$ cat src/rtl/fifo_pkg.sv
// Shared types and width helpers for the parametrised synchronous FIFO.
package fifo_pkg;

  typedef enum logic [1:0] {
    ST_EMPTY = 2'd0,
    ST_OTHER = 2'd1,
    ST_FULL  = 2'd2
  } fifo_state_t;

  function automatic int fifo_ptr_w(input int depth);
    return $clog2(depth);
  endfunction

  // Occupancy needs one extra bit to represent DEPTH itself.
  function automatic int fifo_cnt_w(input int depth);
    return $clog2(depth) + 1;
  endfunction

endpackage

$ cat src/rtl/fifo_mem_dp.sv
// DEPTH x DATA_W register array: synchronous write port, asynchronous read port.
module fifo_mem_dp
  import fifo_pkg::*;
#(
  parameter int DATA_W = 8,
  parameter int DEPTH  = 32
) (
  input  logic                          clock,
  input  logic                          we,
  input  logic [fifo_ptr_w(DEPTH)-1:0]  waddr,
  input  logic [DATA_W-1:0]             wdata,
  input  logic [fifo_ptr_w(DEPTH)-1:0]  raddr,
  output logic [DATA_W-1:0]             rdata
);

  logic [DEPTH-1:0][DATA_W-1:0] mem;

  always_ff @(posedge clock) begin
    if (we) mem[waddr] <= wdata;
  end

  assign rdata = mem[raddr];

endmodule

$ cat src/rtl/fifo_sync_param.sv
// Parametrised single-clock FIFO with almost flags and sticky OVF/UDF.
// Define FIFO_SHOWAHEAD_EN for first-word-fall-through reads.
module fifo_sync_param
  import fifo_pkg::*;
#(
  parameter int DATA_W   = 8,
  parameter int DEPTH    = 32,
  parameter int AF_LEVEL = DEPTH - 4,
  parameter int AE_LEVEL = 4
) (
  input  logic                          CLOCK,
  input  logic                          RESET_N,
  input  logic                          CLEAR_N,
  input  logic                          WRITE,
  input  logic                          READ,
  input  logic [DATA_W-1:0]             DATA_IN,
  output logic [DATA_W-1:0]             DATA_OUT,
  output logic                          F_FULL_N,
  output logic                          F_EMPTY_N,
  output logic                          F_AFULL_N,
  output logic                          F_AEMPTY_N,
  output logic [fifo_cnt_w(DEPTH)-1:0]  USE_DW,
  output logic                          OVF,
  output logic                          UDF
);

  localparam int PW = fifo_ptr_w(DEPTH);
  localparam int CW = fifo_cnt_w(DEPTH);
  localparam logic [CW-1:0] CNT_FULL = CW'(DEPTH);
  localparam logic [CW-1:0] CNT_LAST = CW'(DEPTH - 1);
  localparam logic [CW-1:0] CNT_ONE  = CW'(1);
  localparam logic [CW-1:0] CNT_AF   = CW'(AF_LEVEL);
  localparam logic [CW-1:0] CNT_AE   = CW'(AE_LEVEL);

  fifo_state_t       state, nxt_state;
  logic [PW-1:0]     wptr, rptr;
  logic [CW-1:0]     cnt, nxt_cnt;
  logic              push, pop, ovf_set, udf_set;
  logic [DATA_W-1:0] rd_data;

  fifo_mem_dp #(.DATA_W(DATA_W), .DEPTH(DEPTH)) u_mem (
    .clock (CLOCK),
    .we    (push),
    .waddr (wptr),
    .wdata (DATA_IN),
    .raddr (rptr),
    .rdata (rd_data)
  );

  always_ff @(posedge CLOCK or negedge RESET_N) begin
    if (!RESET_N)      state <= ST_EMPTY;
    else if (!CLEAR_N) state <= ST_EMPTY;
    else               state <= nxt_state;
  end

  // Push/pop decisions come from the state alone so the boundary cases stay explicit.
  always_comb begin
    nxt_state = state;
    push      = 1'b0;
    pop       = 1'b0;
    ovf_set   = 1'b0;
    udf_set   = 1'b0;
    case (state)
      ST_EMPTY: begin
        udf_set = READ;
        if (WRITE) begin
          push      = 1'b1;
          nxt_state = ST_OTHER;
        end
      end
      ST_OTHER: begin
        push = WRITE;
        pop  = READ;
        if (WRITE && !READ && cnt == CNT_LAST) nxt_state = ST_FULL;
        if (READ && !WRITE && cnt == CNT_ONE)  nxt_state = ST_EMPTY;
      end
      ST_FULL: begin
        if (READ) begin
          pop  = 1'b1;
          push = WRITE;
          if (!WRITE) nxt_state = ST_OTHER;
        end else begin
          ovf_set = WRITE;
        end
      end
      default: nxt_state = ST_EMPTY;
    endcase
    case ({push, pop})
      2'b10:   nxt_cnt = cnt + CNT_ONE;
      2'b01:   nxt_cnt = cnt - CNT_ONE;
      default: nxt_cnt = cnt;
    endcase
  end

  always_ff @(posedge CLOCK or negedge RESET_N) begin
    if (!RESET_N) begin
      wptr       <= '0;
      rptr       <= '0;
      cnt        <= '0;
      F_FULL_N   <= 1'b1;
      F_EMPTY_N  <= 1'b0;
      F_AFULL_N  <= 1'b1;
      F_AEMPTY_N <= 1'b0;
      OVF        <= 1'b0;
      UDF        <= 1'b0;
    end else if (!CLEAR_N) begin
      wptr       <= '0;
      rptr       <= '0;
      cnt        <= '0;
      F_FULL_N   <= 1'b1;
      F_EMPTY_N  <= 1'b0;
      F_AFULL_N  <= 1'b1;
      F_AEMPTY_N <= 1'b0;
      OVF        <= 1'b0;
      UDF        <= 1'b0;
    end else begin
      if (push) wptr <= wptr + 1'b1;
      if (pop)  rptr <= rptr + 1'b1;
      cnt        <= nxt_cnt;
      F_FULL_N   <= (nxt_cnt != CNT_FULL);
      F_EMPTY_N  <= (nxt_cnt != '0);
      F_AFULL_N  <= (nxt_cnt < CNT_AF);
      F_AEMPTY_N <= (nxt_cnt > CNT_AE);
      OVF        <= OVF | ovf_set;
      UDF        <= UDF | udf_set;
    end
  end

  assign USE_DW = cnt;

`ifdef FIFO_SHOWAHEAD_EN
  assign DATA_OUT = F_EMPTY_N ? rd_data : '0;
`else
  logic [DATA_W-1:0] dout_q;

  always_ff @(posedge CLOCK or negedge RESET_N) begin
    if (!RESET_N)      dout_q <= '0;
    else if (!CLEAR_N) dout_q <= '0;
    else if (pop)      dout_q <= rd_data;
  end

  assign DATA_OUT = dout_q;
`endif

endmodule

$ cat config.mk
export PLATFORM = sky130hd
export DESIGN_NAME = fifo_sync_param
export DESIGN_NICKNAME = d
export VERILOG_FILES = /design/src/rtl/fifo_pkg.sv /design/src/rtl/fifo_mem_dp.sv /design/src/rtl/fifo_sync_param.sv
export SDC_FILE = /design/constraint.sdc
export NUM_CORES = 1
export LEC_CHECK = 0
export BUFFER_PORTS_ARGS = -buffer_cell sky130_fd_sc_hd__clkbuf_2
export CORE_UTILIZATION = 35
export CTS_BUF_LIST = sky130_fd_sc_hd__clkbuf_4
export CTS_CLUSTER_SIZE = 28
export DETAILED_ROUTE_END_ITERATION = 8
export PLACE_DENSITY_LB_ADDON = 0.12
export SYNTH_ARGS = -nofsm -noshare
export SYNTH_HDL_FRONTEND = slang
export SYNTH_SLANG_ARGS = --single-unit
$ cat constraint.sdc
create_clock -name CLOCK -period 7 [get_ports CLOCK]
set_input_delay 0.7 -clock CLOCK [delete_from_list [all_inputs] [get_ports CLOCK]]
set_output_delay 0.7 -clock CLOCK [all_outputs]
set_load 0.005 [all_outputs]
==> results of run 1 <==
-- logic make-up (layout without fill, tap and decap cells) --
logic type,after synthesis,in the layout,synth area share
AO/OA/AOI/OAI,80,80,0.0502
XOR/XNOR,8,8,0.00591
adder cells (fa/ha/maj),14,14,0.0148
buffers and inverters,56,196,0.0245
flip-flops,288,288,0.716
multiplexers,107,107,0.131
other,0,2,0
AND/OR/NAND/NOR,145,145,0.0578
-- layer usage --
layer / GRT usage / vias to the layer above / share of wire
li1: - / 2965 / -
met1: 0.222 / 3336 / 0.42
met2: 0.283 / 237 / 0.49
met3: 0.0446 / 54 / 0.060
met4: 0.0754 / 0 / 0.029
met5: 0 / - / 0
-- flip-flops by register name (all words and copies together), names as in the netlist, 2 cells and up --
| signal | count |
|---|---|
| u_mem.mem | 256 |
| DATA_OUT | 8 |
| USE_DW | 6 |
| rptr | 5 |
| wptr | 5 |
| state | 2 |
-- synth_stat cells, types with 3 or more instances --
cell type	count	area share
a2111oi_0	5	0.0037
a211oi_1	7	0.0044
a21oi_1	12	0.0051
a221o_1	4	0.0034
a22oi_1	10	0.0063
a31oi_1	5	0.0026
and2_1	3	0.0016
and3_1	4	0.0021
buf_2	7	0.0030
buf_4	7	0.0044
buf_6	6	0.0057
clkbuf_1	16	0.0051
dfrtp_1	30	0.063
edfxtp_1	256	0.65
ha_1	14	0.015
inv_1	18	0.0057
mux2i_1	68	0.057
mux4_2	38	0.072
nand2_1	32	0.010
nand3_1	10	0.0042
nand3b_1	5	0.0032
nand4_1	7	0.0037
nor2_1	62	0.020
nor2b_1	4	0.0021
nor3_1	5	0.0021
o2111ai_1	3	0.0022
o211ai_1	4	0.0025
o21ai_0	6	0.0025
o221ai_1	4	0.0030
o22ai_1	4	0.0021
o31ai_1	4	0.0025
or3b_2	3	0.0022
xor2_1	6	0.0044
-- metrics by stage --
step	setup slack [ps]	hold slack [ps]
6_report	3790	145
2_1_floorplan	4260	404
3_3_place_gp	3710	479
5_1_grt	3560	161
3_5_place_dp	3710	496
4_1_cts	3720	121
-- worst reg2reg max path: cells and delay by family (launching register included) --
family / cells / cell delay (ps)
flip-flops: 1 / 1080
buffers and inverters: 1 / 840
AND/OR/NAND/NOR: 1 / 210
multiplexers: 2 / 860
AO/OA/AOI/OAI: 1 / 130
-- report_power, final --
group	internal [mW]	total [mW]	switching, mW
Clock	0.757	1.46	0.699
Combinational	0.368	0.828	0.459
Sequential	1.95	2.07	0.126
-- area by class of cell --
type,instances,area [um^2]
clock inverter,31,165
antenna,2,5.00
tap,448,561
multi-input combinational,354,3070
fill,3077,20100
timing repair buffer,38,205
inverter,19,71.3
clock buffer,108,811
sequential,288,8490
-- path summary, 6_finish.rpt --
path                              start  cells past startpoint     endpoint
worst min-delay path            RESET_N                      1  DATA_OUT[7]
worst min register to register      UDF                      2          UDF
min in group CLOCK              CLEAR_N                      2    F_AFULL_N
worst max register to register  rptr[0]                      5  DATA_OUT[6]
max in group asynchronous       RESET_N                      1      rptr[0]
worst max-delay path            rptr[0]                      5  DATA_OUT[6]
==> qor.txt, run 1 <==
register bit total from synthesis: 288
Unique masters post-synth: 56
drt total wl: 29,200 um
row count: 67
boundary pin count: 33
H-tree levels: 3
Slew headroom: 0.125
period utilization: 0.459
critical path startpoint category: flop
total iterations of the first detailed-routing run: 5
Hold/Removal Path Class: input pin to async pin
Setup Crit Path Kind: flop to flop
CTS buffer count: 78
Clock Tree Root: clkbuf_4
Worst setup EP type: flop
DR WL/cell: 22.7 um
syn_nets: 725
crit-path max FO: 52
post-route cell area: 0.0134 mm^2
Clk Latency, worst-skew pair: 710 ps
share of cells above drive strength 1: 0.252
minimum clock period: 3210 ps
Power Total: 4.36 mW
area growth from synthesis to layout: 12.9%
asr flop ratio synth: 0.111
Cell Area, Synth: 0.0119 mm^2
Post-Syn Instances: 698
final hold vios: 0
vias per cell: 5.12
Post-Layout Cell Count: 1,288
DRC: 0
CTS clk-pin slew, worst paths: 80 ps
GRT overflow: 0
CP required: 7560 ps
PortBufs: 32
highest-delay cell along the critical path: dfrtp_4
first-pass GRT wire length: 43,000 um
Core Area: 0.0334 mm^2
CP peak stage delay: 1080 ps
status: complete, no violations
Syn Area/Cell: 17.0 um^2
clk_skew: 77.2 ps
Die Wd: 186 um
Crit path buffers/inverters: 1
CP cell instances: buf_4, mux4_2, mux2i_1, o2111ai_1, and3_1
WP data arrival: 3770 ps
Post-CTS Setup Bufs: 0
post-layout util: 0.400
initial antenna violation count: 2
LEAKAGE: 4.45 nW
EDFF count, synth: 256
Primary FF master, synth: edfxtp_1
CTS hold repair buffers: 0
Synthesis Warnings: 0
final count of pins violating max slew: 0
Die ar.: 0.0346 mm^2
maximum clock insertion buffer count: 3
GP Congestion: 0.822
CTS tree: done
Fmax: 0.311 GHz
Pwr Density: 326 mW/mm^2
DR iter-0 viols: 464
Initial Utilization: 0.354
vias in the first global route: 6,825
max cap viols: 0
commonest non-fill, non-tap cells in the layout: edfxtp_1, clkbuf_4, mux2i_1, nor2_1, mux4_2
RSZ-0062 raised after global routing: no
Total GRT Usage: 0.175
post-route ant nets: 0
total negative slack: 0 ps
# setup viols final: 0
pin count of the biggest net entering global routing: 53
DP Area: 0.0124 mm^2
vias after detailed routing: 6,592
Max VDD drop: 143 uV
Worst-Margin Slew: 1310 ps
DP Wirelength: 17,900 um
CTS sink cnt: 288
Worst path top cell family by delay: flip-flops
most common cell after layout, fill and taps aside: edfxtp_1
placed cells: 1,147
register area share after synthesis: 0.716
Worst R2R Setup Slack: 3790 ps
post_cts resized: 0
nets@finish: 806
Die Height: 186 um
Note: power is estimated with default switching activity, not from simulation.
==> run 2: changes to the inputs <==
clock period = 2.6 ns   (was 7 ns; I/O delays follow)
==> qor.txt, run 2 (synthesis gave the netlist of run 1 again) <==
max FFs per register: 256 (unchanged)
commonest non-fill, non-tap cells in the layout: edfxtp_1, clkbuf_4, buf_4, mux2i_1, nor2_1 (was edfxtp_1, clkbuf_4, mux2i_1, nor2_1, mux4_2)
# setup viols final: 0 (unchanged)
Crit path buffers/inverters: 3 (was 1)
Die Wd: 186 um (unchanged)
Initial Utilization: 0.354 (unchanged)
H-tree levels: 3 (unchanged)
pin count of the biggest net entering global routing: 44 (was 53)
max cap viols: 0 (unchanged)
Clock power frac: 0.307 (was 0.334)
Core Area: 0.0334 mm^2 (unchanged)
CP peak stage delay: 450 ps (was 1080 ps)
CP required: 3080 ps (was 7560 ps)
boundary pin count: 33 (unchanged)
Pwr Density: 854 mW/mm^2 (was 326 mW/mm^2)
LEAKAGE: 4.76 nW (was 4.45 nW)
final hold vios: 0 (unchanged)
Worst setup EP type: flop (unchanged)
placed cells: 1,207 (was 1,147)
dpl ws: -267 ps (was 3710 ps)
share of cells above drive strength 1: 0.311 (was 0.252)
DR iter-0 viols: 406 (was 464)
crit-path max FO: 6 (was 52)
CTS tree: done (unchanged)
CP cell instances: inv_4, ha_4, a211oi_2, nor3b_2, inv_1, ha_4, buf_6, nor2_4, mux2i_1, o211ai_1, nor4_2, a31oi_1 (was buf_4, mux4_2, mux2i_1, o2111ai_1, and3_1)
Max VDD drop: 387 uV (was 143 uV)
P_int: 8.43 mW (was 3.07 mW)
vias per cell: 5.13 (was 5.12)
DP Wirelength: 18,800 um (was 17,900 um)
Clock Tree Root: clkbuf_4 (unchanged)
nets@finish: 872 (was 806)
first-pass GRT wire length: 44,000 um (was 43,000 um)
DR WL/cell: 22.0 um (was 22.7 um)
post-route setup slack: 60.8 ps (was 3790 ps)
GP Congestion: 0.818 (was 0.822)
critical path startpoint category: flop (unchanged)
DRC: 0 (unchanged)
Hold/Removal Path Class: input pin to async pin (unchanged)
CTS sink cnt: 288 (unchanged)
Multi-input gate area: 0.00317 mm^2 (was 0.00307 mm^2)
switch share: 0.292 (was 0.295)
RSZ-0062 raised after global routing: yes (was no)
initial antenna violation count: 1 (was 2)
Worst-Margin Slew: 969 ps (was 1310 ps)
Worst path top cell family by delay: simple AND/OR/NAND/NOR gates (was flip-flops)
clk_skew: 44.7 ps (was 77.2 ps)
total iterations of the first detailed-routing run: 5 (unchanged)
post-route ant nets: 0 (unchanged)
row count: 67 (unchanged)
WP data arrival: 3020 ps (was 3770 ps)
area growth from synthesis to layout: 17.6% (was 12.9%)
Total GRT Usage: 0.178 (was 0.175)
Die ar.: 0.0346 mm^2 (unchanged)
Fmax: 0.394 GHz (was 0.311 GHz)
CTS buffer count: 75 (was 78)
register bank with the most flops: u_mem.mem (unchanged)
Slew headroom: 0.352 (was 0.125)
Clk Latency, worst-skew pair: 660 ps (was 710 ps)
vias after detailed routing: 6,888 (was 6,592)
highest-delay cell along the critical path: dfrtp_2 (was dfrtp_4)
vias in the first global route: 7,105 (was 6,825)
CTS clk-pin slew, worst paths: 70 ps (was 80 ps)
fillers: 3,036 (was 3,077)
Post-Layout Cell Count: 1,343 (was 1,288)
PortBufs: 32 (unchanged)
period utilization: 0.977 (was 0.459)
Die Height: 186 um (unchanged)
Register Area: 0.00850 mm^2 (was 0.00849 mm^2)
GRT overflow: 0 (unchanged)
most used cell along the critical path: ha_4
most common cell after layout, fill and taps aside: edfxtp_1 (unchanged)
status: complete, no violations (unchanged)
maximum clock insertion buffer count: 3 (unchanged)
minimum clock period: 2540 ps (was 3210 ps)
Logic pwr share: 0.235 (was 0.190)
Setup Crit Path Kind: flop to flop (unchanged)
final count of pins violating max slew: 0 (unchanged)
drt total wl: 29,500 um (was 29,200 um)
Psw: 3.47 mW (was 1.28 mW)
sequential share of power: 0.459 (was 0.476)
==> run 2: worst reg2reg max path, cell delays in order, from the launching register on <==
cell and delay, ps:
dfrtp_2 450, inv_4 100, ha_4 140, a211oi_2 70
nor3b_2 230, inv_1 100, ha_4 310, buf_6 120
nor2_4 30, mux2i_1 160, o211ai_1 160, nor4_2 360
a31oi_1 160
==> run 2: layer usage <==
layer  vias up  wire (um)  GRT usage
met5         -          0          0
met4         0        663     0.0682
met3        49       1370     0.0419
met2       201      14300      0.284
met1      3552      13100      0.235
li1       3086          -          -
==> run 2: power by group through the flow <==
stage	sequential [mW]	clock, mW	combinational (mW)
6_report	5.46	3.65	2.79
4_1_cts	5.45	3.81	2.71
3_5_place_dp	5.54	0	2.64
2_1_floorplan	5.44	0	1.79
5_1_grt	5.48	4.05	3.03
3_3_place_gp	5.53	0	2.60
==> run 2: repair_timing <==
item                                    4_1_cts  5_1_grt
hold buffers                                  5        0
gates resized for setup                       6       18
pin swaps                                     1        8
hold endpoints to repair                     37        0
endpoints found under the setup margin        6        5
buffers inserted                              1        3
==> run 2: area by class of cell <==
type / count / area share
sequential: 288 / 0.609
multi-input combinational: 354 / 0.228
clock buffer: 100 / 0.0539
clock inverter: 26 / 0.00942
antenna: 1 / 0.000180
inverter: 19 / 0.00530
tap: 448 / 0.0402
timing repair buffer: 107 / 0.0539
==> run 2: path summary, 6_finish.rpt <==
check / endpoint / cells past startpoint / from / slack (ps)
hold / removal: DATA_OUT[2] / 2 / RESET_N / 280
min in group CLOCK: u_mem.mem[87] / 1 / DATA_IN[7] / 320
setup reg to reg: F_AEMPTY_N / 12 / state[0] / 60
hold reg to reg: UDF / 2 / UDF / 510
max in group asynchronous: rptr[0] / 2 / RESET_N / 1630
setup / recovery: F_AEMPTY_N / 12 / state[0] / 60
==> run 2: stage by stage <==
step | cell area (um^2) | TNS (ps) | total power, mW | hold slack, ps | util
5_1_grt | 13900 | -98.2 | 12.6 | 280 | 0.417
3_5_place_dp | 12900 | -879 | 8.19 | 433 | 0.385
3_3_place_gp | 12900 | -68.4 | 8.13 | 410 | 0.385
6_report | 13900 | 0 | 11.9 | 279 | 0.417
4_1_cts | 13800 | -2.04 | 12.0 | 235 | 0.414
2_1_floorplan | 11900 | 0 | 7.24 | -35.6 | -
